==> config.mk <==
export PLATFORM = sky130hd
export DESIGN_NAME = bcd_to_bin
export DESIGN_NICKNAME = d
export VERILOG_FILES = /design/src/rtl/bcd_to_bin.sv
export SDC_FILE = /design/constraint.sdc
export NUM_CORES = 1
export LEC_CHECK = 0
export CORE_MARGIN = 5
export CORE_UTILIZATION = 52
export DETAILED_ROUTE_END_ITERATION = 10
export GPL_ROUTABILITY_DRIVEN = 0
export GPL_TIMING_DRIVEN = 0
export PLACE_DENSITY_LB_ADDON = 0.05
export SKIP_CTS_REPAIR_TIMING = 1
export SYNTH_ARGS = -nofsm -noshare
export SYNTH_HDL_FRONTEND = slang
export SYNTH_SLANG_ARGS = --single-unit
==> constraint.sdc <==
create_clock -name clk -period 3.2 [get_ports clk]
set_clock_uncertainty 0.15 [all_clocks]
set_input_delay 0.32 -clock clk [delete_from_list [all_inputs] [get_ports clk]]
set_output_delay 0.32 -clock clk [all_outputs]
set_load 0.05 [all_outputs]
==> src/rtl/bcd_to_bin.sv <==
// Two-digit packed BCD to binary converter for the ALU operand path.
// Produces a 4-bit saturated result and a 7-bit full result, plus invalid and overflow flags.
module bcd_to_bin #(
    parameter int BCD_W  = 8,
    parameter int BIN_W  = 4,
    parameter int FULL_W = 7
) (
    input  logic              clk,
    input  logic              rst,
    input  logic              start,
    input  logic [BCD_W-1:0]  BCD,
    output logic [BIN_W-1:0]  bin,
    output logic [FULL_W-1:0] bin_full,
    output logic              busy,
    output logic              done,
    output logic              invalid,
    output logic              overflow
);

    typedef enum logic [1:0] {IDLE, CALC, DONE} state_t;

    state_t              state;
    logic [BCD_W-1:0]    opnd;
    logic [BIN_W-1:0]    res_bin;
    logic [FULL_W-1:0]   res_full;
    logic                res_inv;
    logic                res_ovf;

    logic [3:0]          t;
    logic [3:0]          o;
    logic [FULL_W-1:0]   v;
    logic [BIN_W-1:0]    calc_bin;
    logic [FULL_W-1:0]   calc_full;
    logic                calc_inv;
    logic                calc_ovf;

    // tens*10 formed as tens*8 + tens*2 so no multiplier is inferred
    always_comb begin
        t         = opnd[BCD_W-1:4];
        o         = opnd[3:0];
        v         = (FULL_W'(t) << 3) + (FULL_W'(t) << 1) + FULL_W'(o);
        calc_bin  = '0;
        calc_full = '0;
        calc_inv  = 1'b0;
        calc_ovf  = 1'b0;
        if (t > 4'd9 || o > 4'd9) begin
            calc_inv = 1'b1;
        end else begin
            calc_full = v;
            if (v > FULL_W'((1 << BIN_W) - 1)) begin
                calc_bin = '1;
                calc_ovf = 1'b1;
            end else begin
                calc_bin = v[BIN_W-1:0];
            end
        end
    end

    always_ff @(posedge clk or posedge rst) begin
        if (rst) begin
            state    <= IDLE;
            opnd     <= '0;
            res_bin  <= '0;
            res_full <= '0;
            res_inv  <= 1'b0;
            res_ovf  <= 1'b0;
            bin      <= '0;
            bin_full <= '0;
            busy     <= 1'b0;
            done     <= 1'b0;
            invalid  <= 1'b0;
            overflow <= 1'b0;
        end else begin
            done <= 1'b0;
            case (state)
                IDLE: begin
                    if (start) begin
                        opnd  <= BCD;
                        busy  <= 1'b1;
                        state <= CALC;
                    end
                end
                CALC: begin
                    res_bin  <= calc_bin;
                    res_full <= calc_full;
                    res_inv  <= calc_inv;
                    res_ovf  <= calc_ovf;
                    state    <= DONE;
                end
                DONE: begin
                    bin      <= res_bin;
                    bin_full <= res_full;
                    invalid  <= res_inv;
                    overflow <= res_ovf;
                    done     <= 1'b1;
                    busy     <= 1'b0;
                    state    <= IDLE;
                end
                default: begin
                    busy  <= 1'b0;
                    state <= IDLE;
                end
            endcase
        end
    end

endmodule

# After elaboration in Yosys (flattened, before gate mapping)
# Index checks and enable logic that the tools add are counted.
# word_totals
register_bits	38
input_bits	11
out_inout_bits	15
elab_cells	36
# classes
addsub	2
order_cmp	3
eq_ne	3
mux	11
bitwise	1
n_reduce_logical	4
# op_table
operator	count
$gt 4x4->1 const B	2
$mux 4	2
$add 7x4->7	1
$add 7x5->7	1
$gt 7x4->1 const B	1
$mux 7	1
$mux 1	5
$pmux 2 s2	1
$reduce_and 2->1	2
$eq 2x1->1 const B	1
$eq 2x2->1 const B	1
$logic_not 2->1	1
$mux 2	1
$ne 2x2->1 const B	1
$pmux 1 s2	1
$logic_or 1x1->1	1
$not 1->1	1

# Depth between registers and ports, before layout
# depth
depth_word	5
depth_mapped	8
ltp_nobuf	8

# Least setup slack after synthesis
# OpenSTA, ideal clock, no wires.
# synth_path
path_type	register -> register
from	register opnd[3]
to	register res_bin[0]
arrival_time_ns	2.020
required_ns	2.906
path_slack_ns	0.886
stages_incl_launch_ff	9
n_path_buf	0
synth_period_minus_slack_ns	2.314
cell_sequence	dfrtp_1 inv_1 fa_1 inv_1 ha_1 a21o_1 a21oi_1 xor2_1 a31oi_1
# synth_between
elab_chain_cells	4
# synth_lines
element	line_no	text
start, declared	23	logic [BCD_W-1:0] opnd;
start signal, assigned	62	opnd <= '0;
start signal, assigned	78	opnd <= BCD;
$add 7x4->7	41	v = (FULL_W'(t) << 3) + (FULL_W'(t) << 1) + FULL_W'(o);
$gt 7x4->1	50	if (v > FULL_W'((1 << BIN_W) - 1)) begin
$mux 4	50	
$mux 4 *	46	if (t > 4'd9 || o > 4'd9) begin
end signal, assigned	84	res_bin <= calc_bin;
end, declared	24	logic [BIN_W-1:0] res_bin;
# Mark *: on every way between the ends. The rest lies on a longest branch, timed or not.
# A chain may end at the register's enable or synchronous reset.

# Worst setup path after layout
# layout_path
from	register opnd[3]
to	register res_bin[1]
# The elaborated chain is that of the path after synthesis.

==> flow_metrics.tcl <==
set metrics [dict create \
    status "complete, no violations" \
    rows 20 \
    rsz0062_at_grt "no" \
    end_kind "register" \
    clockBufferDepth 2 \
    start_util_pct 54.9 \
    synth_top_area_share_pct 56.3 \
    min_period_ps 2550 \
    final_cell_mix "38 x dfrtp_1, 25 x clkdlybuf4s50_1, 18 x mux2_1" \
    ys_ff_latch 38 \
    final_layout_size_suffix_gt1_share_pct 8.93 \
    core_mm2 0.00308 \
    hold_class "in2async" \
    antenna_found_initial 0 \
    post-place-ws_ps 647 \
    drt_pass1_iterations 4 \
    critPathLaunchType "register" \
    max_freq_mhz 391 \
    async_reset_ff_share_pct 100 \
    reg2reg_to "res_bin[1]" \
    reg2reg_slack_ps 650 \
    yosys.area.top_type "dfrtp_1" \
    clk_pin_slew_ps 100 \
    numCtsBuffers 5 \
    ant_nets 0 \
    final-hold-violation-count 0 \
    viasPerCell 5.25 \
    global_route.overflow_total 0 \
    drt-initial-drc-count 56 \
    port_buffers 25 \
    reg2reg_from "opnd[3]" \
    crit_arrival_ps 2600 \
    avgSynthCellArea_um2 12.3 \
    fin_area_mm2 0.00205 \
    cts_tree "built" \
    ios 26 \
    crit_start "opnd[3]" \
    crit_end "res_bin[1]" \
    relSlewSlack_pct 48.8 \
    final_common_cell "dfrtp_1" \
    synthCells 137 \
    root_buffer "clkbuf_4" \
    n_antenna_cell 0 \
    worstMarginPinSlew_ps 767 \
    fillers 250 \
    setup_tns_ps 0 \
    wl_per_cell_um 13.6 \
    synth_nets 157 \
    ys_warn_count 0 \
    gr-usage-all-layers_pct 16.0 \
    hpwl_mm 2.15 \
    path_class "reg2reg" \
    die_w_um 67.0 \
    worst_slack_ps 645 \
    place_area_mm2 0.00200 \
    fin_nets 189 \
    ys_seq_area_share_pct 56.3 \
    ys.flop_type "dfrtp_1" \
    max-cap-violations 0 \
    grt_max_degree 39 \
    period_share_pct 79.8 \
    drc 0 \
    grt_pass1_vias 1183 \
    clock_latency_ps 330 \
    grt_first_pass_wirelength_mm 5.26 \
    ir_worst_vdd_v 0.000380 \
    die-height_um 67.0 \
    yosys.cell_types.count 28 \
    final_max_slew_viol_count 0 \
    p_total_mw 2.00 \
    die-area_mm2 0.00449 \
    r2r_cells 8 \
    synthToLayoutAreaGrowth_pct 21.1 \
    synth_edf_count 0 \
    cellPowerDensity_mw_per_mm2 976 \
    required_ps 3240 \
    h-tree-depth 2 \
    clock_sinks 38 \
    syn_area_mm2 0.00169 \
    routed_wl_mm 2.89 \
    synth_area_leaders "dfrtp_1 56%, mux2_1 12%, ha_1 5.2%" \
    p_leak_nw 0.947 \
    setup-violations-final 0 \
    vias 1112 \
    cp_max_fo 6 \
]
## worst max-delay path, stage by stage (launching register included)
cell,delay (ps)
dfrtp_1,350
inv_1,70
fa_1,590
inv_1,60
ha_1,280
a21o_1,170
a21oi_1,170
xor2_1,420
a31oi_1,140
## synthesized netlist by cell type, drive strengths merged, types with 2 or more instances
cell type,n
a31oi,5
dfrtp,38
buf,3
fa,2
a21o,3
nand2b,2
a21oi,9
a211oi,4
o21ai,9
nor2,5
a22o,3
ha,7
nand2,7
inv,13
mux2,18
## sequential cells by signal, summed over array words and instances (netlist names)
register  cells
opnd          8
bin_full      7
res_full      7
bin           4
res_bin       4
state         2
busy          1
done          1
invalid       1
overflow      1
res_inv       1
res_ovf       1
## layer usage
metal  GRT usage [%]  vias up  wire [µm]
met5               0        -          0
met4            8.35        0         72
met3            4.05        6        158
met2            26.1       31       1370
met1            19.2      530       1290
li1                -      545          -
## through the flow
stage	util (%)	hold WS (ps)	instances
after floorplan	-	292	137
after global placement	64.8	316	206
after detailed placement	64.8	324	206
after CTS	66.5	346	212
after global routing	66.5	357	212
final	66.5	287	212
## power by group
group | internal (mW) | switching, mW | total, mW
Clock | 0.0990 | 0.140 | 0.239
Combinational | 0.383 | 0.605 | 0.988
Sequential | 0.660 | 0.111 | 0.771
Total | 1.14 | 0.856 | 2.00
## layout make-up
class                      count  area [µm²]  area share [%]
sequential                    38         951            46.5
clock buffer                   6        51.3            2.51
tap                           44        55.1            2.69
multi-input combinational     82         664            32.5
timing repair buffer          25         250            12.2
inverter                      13        48.8            2.38
buffer                         4        26.3            1.28
## cell families (layout without fill, tap and decap cells)
group / after synthesis / in the layout / share of synthesized area, %
XOR/XNOR: 2 / 2 / 1.04
adder cells (fa/ha/maj): 9 / 9 / 7.55
flip-flops: 38 / 38 / 56.3
AND/OR/NAND/NOR: 17 / 17 / 5.40
AO/OA/AOI/OAI: 36 / 36 / 13.3
buffers and inverters: 17 / 48 / 4.44
multiplexers: 18 / 18 / 12.0
## worst min-delay path by stage
stage	from	to	slack, ps	cells after the start
6_report	rst	bin_full[0]	290	2
5_1_grt	rst	bin_full[0]	360	2
4_1_cts	bin_full[6]	bin_full[6]	350	1
3_5_place_dp	bin[2]	bin[2]	320	1
3_3_place_gp	bin_full[2]	bin_full[2]	320	1
2_1_floorplan	BCD[3]	opnd[3]	290	2
(Power assumes the default switching activity.)
